--- config.mk ---
export PLATFORM = sky130hd
export DESIGN_NAME = gpio_reg_bank
export DESIGN_NICKNAME = d
export VERILOG_FILES = /design/src/rtl/gpio_reg_bank.sv
export SDC_FILE = /design/constraint.sdc
export NUM_CORES = 1
export LEC_CHECK = 0
export CORE_ASPECT_RATIO = 1.2
export CORE_UTILIZATION = 45
export CTS_CLUSTER_DIAMETER = 100
export CTS_CLUSTER_SIZE = 30
export DETAILED_ROUTE_END_ITERATION = 6
export HOLD_SLACK_MARGIN = 0.05
export MAX_ROUTING_LAYER = met4
export PLACE_DENSITY = 0.74
export SLEW_MARGIN = 10
export SYNTH_ARGS = -nofsm -noshare
export SYNTH_HDL_FRONTEND = slang
export SYNTH_SLANG_ARGS = --single-unit
--- constraint.sdc ---
create_clock -name clk -period 2.24 [get_ports clk]
set_input_delay 0.448 -clock clk [delete_from_list [all_inputs] [get_ports clk]]
set_output_delay 0.448 -clock clk [all_outputs]
set_load 0.1 [all_outputs]
--- src/rtl/gpio_reg_bank.sv ---
// gpio_reg_bank
//   Decodes the PS GPIO write bus into a bank of NUM_REGS configuration
//   registers, each REG_W bits wide. Registers wider than one data byte are
//   assembled MSB-first over consecutive writes to the same address.
//   Addresses flagged in TRIG_MASK are trigger registers: a write to one
//   produces a single-cycle pulse and stores nothing.
//
// Ports
//   clk          in   system clock
//   rst          in   synchronous active-high reset
//   gpio_in      in   raw PS GPIO bus {strobe, data, addr}, asynchronous to clk
//   reg_out      out  register i at bits [i*REG_W +: REG_W]
//   reg_wr_pulse out  one-cycle pulse when register i commits
//   trig_pulse   out  one-cycle pulse on a write to trigger register i
//   err_addr     out  sticky flag: a write hit an address outside the bank
//   wr_count     out  number of detected write events, wraps at 2^16
module gpio_reg_bank #(
    parameter int                  GPIO_W_CLK_BIT = 24,
    parameter int                  ADDR_W         = 16,
    parameter int                  DATA_W         = 8,
    parameter int                  NUM_REGS       = 16,
    parameter int                  REG_W          = 32,
    parameter logic [ADDR_W-1:0]   BASE_ADDR      = ADDR_W'(16'h0000),
    parameter logic [NUM_REGS-1:0] TRIG_MASK      = NUM_REGS'(32'h0000_0007)
) (
    input  logic                      clk,
    input  logic                      rst,
    input  logic [GPIO_W_CLK_BIT:0]   gpio_in,
    output logic [NUM_REGS*REG_W-1:0] reg_out,
    output logic [NUM_REGS-1:0]       reg_wr_pulse,
    output logic [NUM_REGS-1:0]       trig_pulse,
    output logic                      err_addr,
    output logic [15:0]               wr_count
);

    localparam int BYTES = REG_W / DATA_W;
    localparam int CNT_W = $clog2(BYTES + 1);
    localparam int IDX_W = (NUM_REGS > 1) ? $clog2(NUM_REGS) : 1;

    typedef enum logic [1:0] {
        ST_IDLE     = 2'd0,
        ST_ASSEMBLE = 2'd1,
        ST_COMMIT   = 2'd2
    } state_t;

    // Synchroniser and edge detection
    logic [GPIO_W_CLK_BIT:0] s1_r;
    logic [GPIO_W_CLK_BIT:0] s2_r;
    logic                    s3_r;
    logic [1:0]              fill_r;
    logic                    armed_r;

    // Assembly state
    state_t             state_r;
    state_t             state_nxt_s;
    logic [CNT_W-1:0]   byte_cnt_r;
    logic [CNT_W-1:0]   byte_cnt_nxt_s;
    logic [REG_W-1:0]   stage_r;
    logic [REG_W-1:0]   stage_nxt_s;
    logic [IDX_W-1:0]   stage_idx_r;
    logic [IDX_W-1:0]   stage_idx_nxt_s;
    logic [NUM_REGS-1:0] trig_nxt_s;
    logic               commit_s;
    logic               err_nxt_s;

    // Decoded fields of the synchronised bus
    logic               strobe_s;
    logic [ADDR_W-1:0]  addr_s;
    logic [DATA_W-1:0]  data_s;
    logic [ADDR_W:0]    offset_s;
    logic               in_range_s;
    logic [IDX_W-1:0]   idx_s;
    logic               is_trig_s;
    logic               event_s;

    assign strobe_s   = s2_r[GPIO_W_CLK_BIT];
    assign addr_s     = s2_r[ADDR_W-1:0];
    assign data_s     = s2_r[ADDR_W+DATA_W-1:ADDR_W];
    // One extra bit so the subtraction cannot wrap back into range.
    assign offset_s   = {1'b0, addr_s} - {1'b0, BASE_ADDR};
    assign in_range_s = (addr_s >= BASE_ADDR) && (offset_s < (ADDR_W+1)'(NUM_REGS));
    assign idx_s      = offset_s[IDX_W-1:0];
    assign is_trig_s  = TRIG_MASK[idx_s];
    assign event_s    = strobe_s & ~s3_r & armed_r;

    // Two-flop synchroniser, previous-strobe flop and arming logic.
    // fill_r marks when s2 holds a real sample of gpio_in rather than its
    // reset value; without it a strobe held high across reset release would
    // look like a low-then-high transition and fire a spurious write.
    always_ff @(posedge clk) begin
        if (rst) begin
            s1_r    <= '0;
            s2_r    <= '0;
            s3_r    <= 1'b0;
            fill_r  <= 2'b00;
            armed_r <= 1'b0;
        end else begin
            s1_r    <= gpio_in;
            s2_r    <= s1_r;
            s3_r    <= strobe_s;
            fill_r  <= {fill_r[0], 1'b1};
            armed_r <= armed_r | (fill_r[1] & ~strobe_s);
        end
    end

    // Next-state logic: event decode, byte assembly and commit sequencing.
    always_comb begin
        state_nxt_s     = state_r;
        byte_cnt_nxt_s  = byte_cnt_r;
        stage_nxt_s     = stage_r;
        stage_idx_nxt_s = stage_idx_r;
        trig_nxt_s      = '0;
        commit_s        = 1'b0;
        err_nxt_s       = err_addr;
        case (state_r)
            ST_IDLE, ST_ASSEMBLE: begin
                if (event_s) begin
                    if (!in_range_s) begin
                        err_nxt_s = 1'b1;
                    end else if (is_trig_s) begin
                        trig_nxt_s[idx_s] = 1'b1;
                        byte_cnt_nxt_s    = '0;
                        state_nxt_s       = ST_IDLE;
                    end else if ((byte_cnt_r == '0) || (stage_idx_r != idx_s)) begin
                        // First byte, or a different register: drop any partial word.
                        stage_nxt_s     = REG_W'(data_s);
                        stage_idx_nxt_s = idx_s;
                        byte_cnt_nxt_s  = CNT_W'(1);
                        state_nxt_s     = (byte_cnt_nxt_s == CNT_W'(BYTES)) ? ST_COMMIT : ST_ASSEMBLE;
                    end else begin
                        stage_nxt_s    = (stage_r << DATA_W) | REG_W'(data_s);
                        byte_cnt_nxt_s = byte_cnt_r + CNT_W'(1);
                        state_nxt_s    = (byte_cnt_nxt_s == CNT_W'(BYTES)) ? ST_COMMIT : ST_ASSEMBLE;
                    end
                end else begin
                    state_nxt_s = state_r;
                end
            end
            ST_COMMIT: begin
                // Events are spaced so that none can land in this cycle.
                commit_s       = 1'b1;
                byte_cnt_nxt_s = '0;
                state_nxt_s    = ST_IDLE;
            end
            default: begin
                byte_cnt_nxt_s = '0;
                state_nxt_s    = ST_IDLE;
            end
        endcase
    end

    // Assembly state registers.
    always_ff @(posedge clk) begin
        if (rst) begin
            state_r     <= ST_IDLE;
            byte_cnt_r  <= '0;
            stage_r     <= '0;
            stage_idx_r <= '0;
        end else begin
            state_r     <= state_nxt_s;
            byte_cnt_r  <= byte_cnt_nxt_s;
            stage_r     <= stage_nxt_s;
            stage_idx_r <= stage_idx_nxt_s;
        end
    end

    // Registered outputs: register bank, pulses, error flag and event counter.
    always_ff @(posedge clk) begin
        if (rst) begin
            reg_out      <= '0;
            reg_wr_pulse <= '0;
            trig_pulse   <= '0;
            err_addr     <= 1'b0;
            wr_count     <= 16'd0;
        end else begin
            trig_pulse   <= trig_nxt_s;
            err_addr     <= err_nxt_s;
            wr_count     <= wr_count + (event_s ? 16'd1 : 16'd0);
            reg_wr_pulse <= '0;
            if (commit_s) begin
                reg_out[int'(stage_idx_r)*REG_W +: REG_W] <= stage_r;
                reg_wr_pulse[stage_idx_r]                 <= 1'b1;
            end else begin
                reg_out <= reg_out;
            end
        end
    end

endmodule

==> flow_metrics.py <==
metrics = {
    "clock_tree": {
        "postCtsHoldBufs": 0,
        "clk_root_buffer_cell": "clkbuf_16",
        "clkLatencyLatePin_ps": 610,
        "cts_buffers": 25,
        "cts_buffer_depth": 3,
        "htree_levels": 1,
        "clk_pin_slew_ps": 120,
        "cts_sinks": 657,
        "cts_tree": "built",
    },
    "drt": {
        "drt_iter0_markers": 2603,
        "wl_per_cell_microns": 23.8,
        "dr.pass1.iters": 6,
        "wl_met2_mm": 44.9,
        "detail-route-antenna-nets": 0,
        "drc": 0,
        "highest_layer": "met4",
        "drt_wl_total_mm": 96.3,
        "wl_met3_mm": 8.85,
        "vias": 24000,
        "wl_met1_mm": 36.9,
        "via_per_inst": 5.93,
    },
    "synth": {
        "synthFlopType": "dfxtp_1",
        "synthArstFlopShare": 0,
        "synth_cell_types": 52,
        "syn_nets": 2904,
        "syn_inst": 2867,
        "synth_area_per_cell_sq_um": 8.73,
        "synth_edf_count": 0,
        "ys_warn_count": 0,
        "synth_seq_cells": 657,
        "ys_seq_area_frac": 0.525,
        "netlist_area_sq_um": 25000,
    },
    "finish": {
        "final_util": 0.580,
        "area_growth_syn_to_layout_pct": 27.3,
        "fin_nets": 3363,
        "final-seq-area_sq_um": 13200,
        "diodes": 0,
        "layout-drive-gt1-share": 0.241,
        "fillCellCount": 4786,
        "fin_area_sq_um": 31900,
        "multiInputGateArea_sq_um": 10800,
    },
    "timing": {
        "timing.final.crit_period_ps": 2220,
        "fin_crit_sh": 0.989,
        "fmax_mhz": 451,
        "clock_skew_ps": 20.8,
        "relSlewSlack": 0.450,
        "worst_pin_slew_ps": 817,
        "worst_slack_ps": 24.4,
        "slew_violations": 0,
        "setup_viol": 0,
        "grt_setup_unrepaired": "true",
        "hold_violations": 0,
    },
    "setup_path": {
        "slowest_stage": "or4_4",
        "crit_type": "flip-flop to flip-flop",
        "required_ps": 2770,
        "max_stage_delay_ps": 450,
        "crit_fanout": 8,
        "r2r_slack_ps": 20,
        "cp-start-kind": "flip-flop",
        "critical_path.cell_chain": "inv_4 -> ha_4 -> or4_4 -> buf_6 -> nor4_4 -> buf_6 -> buf_12 -> nand3_1 -> a21oi_1",
        "path_common_cell": "buf_6",
        "arrival_ps": 2750,
        "crit_path_end_kind": "flip-flop",
    },
    "power_and_ir_drop": {
        "ir_drop_v": 0.000627,
        "power_density_nw_per_um2": 558,
        "leakage_nw": 12.7,
        "p_total_w": 0.0178,
    },
    "run_status": {
        "outcome": "finished clean",
    },
    "placed_design": {
        "io_buffer_count": 587,
        "dp_hpwl_mm": 64.1,
        "place_congestion": 0.877,
        "placed_area_sq_um": 31000,
        "pre_cts_ws_ps": -19.8,
    },
    "die": {
        "start_util": 0.456,
        "num_rows": 94,
        "fp.dieW_microns": 217,
        "die_y_microns": 260,
        "core_area_sq_um": 54900,
        "ioPinCount": 588,
        "die-area_sq_um": 56600,
    },
    "grt": {
        "track_usage": 0.328,
        "antenna_found_initial": 0,
        "grt_max_degree": 103,
        "grt_pass1_wl_mm": 138,
        "grt_remaining_overflow": 0,
        "grt_pass1_vias": 22200,
    },
    "run": {
        "drv_cap": 0,
    },
    "hold_path": {
        "hold_path_class": "input pin to flip-flop",
    },
}
final timing paths:
kind / cells after the start / startpoint / to
worst min-delay path: 2 / rst / reg_out[511]
worst min register to register: 1 / s1_r[24] / s2_r[24]
worst max register to register: 9 / stage_idx_r[0] / reg_out[24]
worst max-delay path: 9 / stage_idx_r[0] / reg_out[24]
cell type report:
cell class              count  share of cell area
flip-flops and latches    657               0.413
multi-input cells        1889               0.338
clock inverters             2            0.000432
inverters                  10             0.00141
repair buffers            743               0.200
well taps                 720              0.0283
clock buffers              25              0.0196
state kept, by name (all words and copies together) (netlist names), 4 cells and up:
register / count
s1_r: 25
stage_r: 32
reg_wr_pulse: 16
reg_out: 512
trig_pulse: 16
stage_idx_r: 4
s2_r: 25
wr_count: 16
metrics by stage:
step	TNS, ps	std cells	hold WS, ps
after floorplan	0	2867	408
after global placement	0	4007	416
after detailed placement	-34.1	4007	420
after CTS	0	4035	232
after global routing	-595	4046	249
final	0	4046	262
Yosys cell counts (all sizes together) (2+ instances only):
master	instances	area, sq um
dfxtp	657	13200
nand2	403	1510
a21oi	303	1520
o21ai	302	1510
nand3	274	1370
clkbuf	233	875
nand4	174	1090
mux2i	162	1620
nor2b	90	563
buf	78	429
nor2	47	176
a22o	25	219
nor3	21	144
xor2	14	130
nor4	11	118
ha	10	125
inv	9	33.8
and4	6	52.6
or3	6	37.5
nand2b	5	31.3
nand3b	5	37.5
a211oi	4	35.0
and2	4	25.0
or4	3	30.0
xnor2	3	33.8
a32o	2	20.0
nand4b	2	17.5
nor3b	2	26.3
o2111ai	2	17.5
or3b	2	17.5
power breakdown:
part | internal [W] | switching [W] | total (W) | leakage [nW]
sequential | 0.0117 | 0.0000197 | 0.0117 | 5.30
clock | 0.00203 | 0.00360 | 0.00564 | 0.317
combinational | 0.000124 | 0.000271 | 0.000395 | 7.11
total | 0.0139 | 0.00389 | 0.0178 | 12.7
timing repair:
action | 4_1_cts | 5_1_grt
endpoints found under the setup margin | 26 | 255
pin swaps | 0 | 12
setup buffers | 0 | 5
gates resized for setup | 3 | 17
gates cloned | 1 | 6
cell usage in the layout, fill, tap and decap left out, drive strengths merged, types with 6 or more instances in the layout:
cell,netlist,final
a21oi,303,303
a22o,25,25
and4,6,6
buf,78,712
clkbuf,233,30
clkdlybuf4s50,0,25
dfxtp,657,657
ha,10,10
inv,9,11
mux2i,162,162
nand2,403,403
nand3,274,274
nand4,174,174
nor2,47,47
nor2b,90,90
nor3,21,21
nor4,11,11
o21ai,302,302
or3,6,6
xor2,14,14
metal layers:
layer	vias to the layer above	global-route usage
met5	-	-
met4	0	0.170
met3	275	0.0601
met2	1296	0.518
met1	11600	0.398
li1	10800	-
critical path, delay by kind of cell (launching register included):
| family | cells | cell delay (ps) |
|---|---|---|
| AOI/OAI and AO/OA | 1 | 190 |
| adders and majority gates | 1 | 250 |
| buffers and inverters | 4 | 510 |
| DFF | 1 | 410 |
| and+or+nand+nor | 3 | 790 |
cell families after synthesis:
logic type | share of synthesized area
AOI/OAI and AO/OA | 0.134
xor gates and xnor gates | 0.00655
adders and majority gates | 0.00500
buffers and inverters | 0.0536
DFF | 0.525
muxes | 0.0648
and+or+nand+nor | 0.211
No activity file was read; power rests on OpenSTA's default activity.
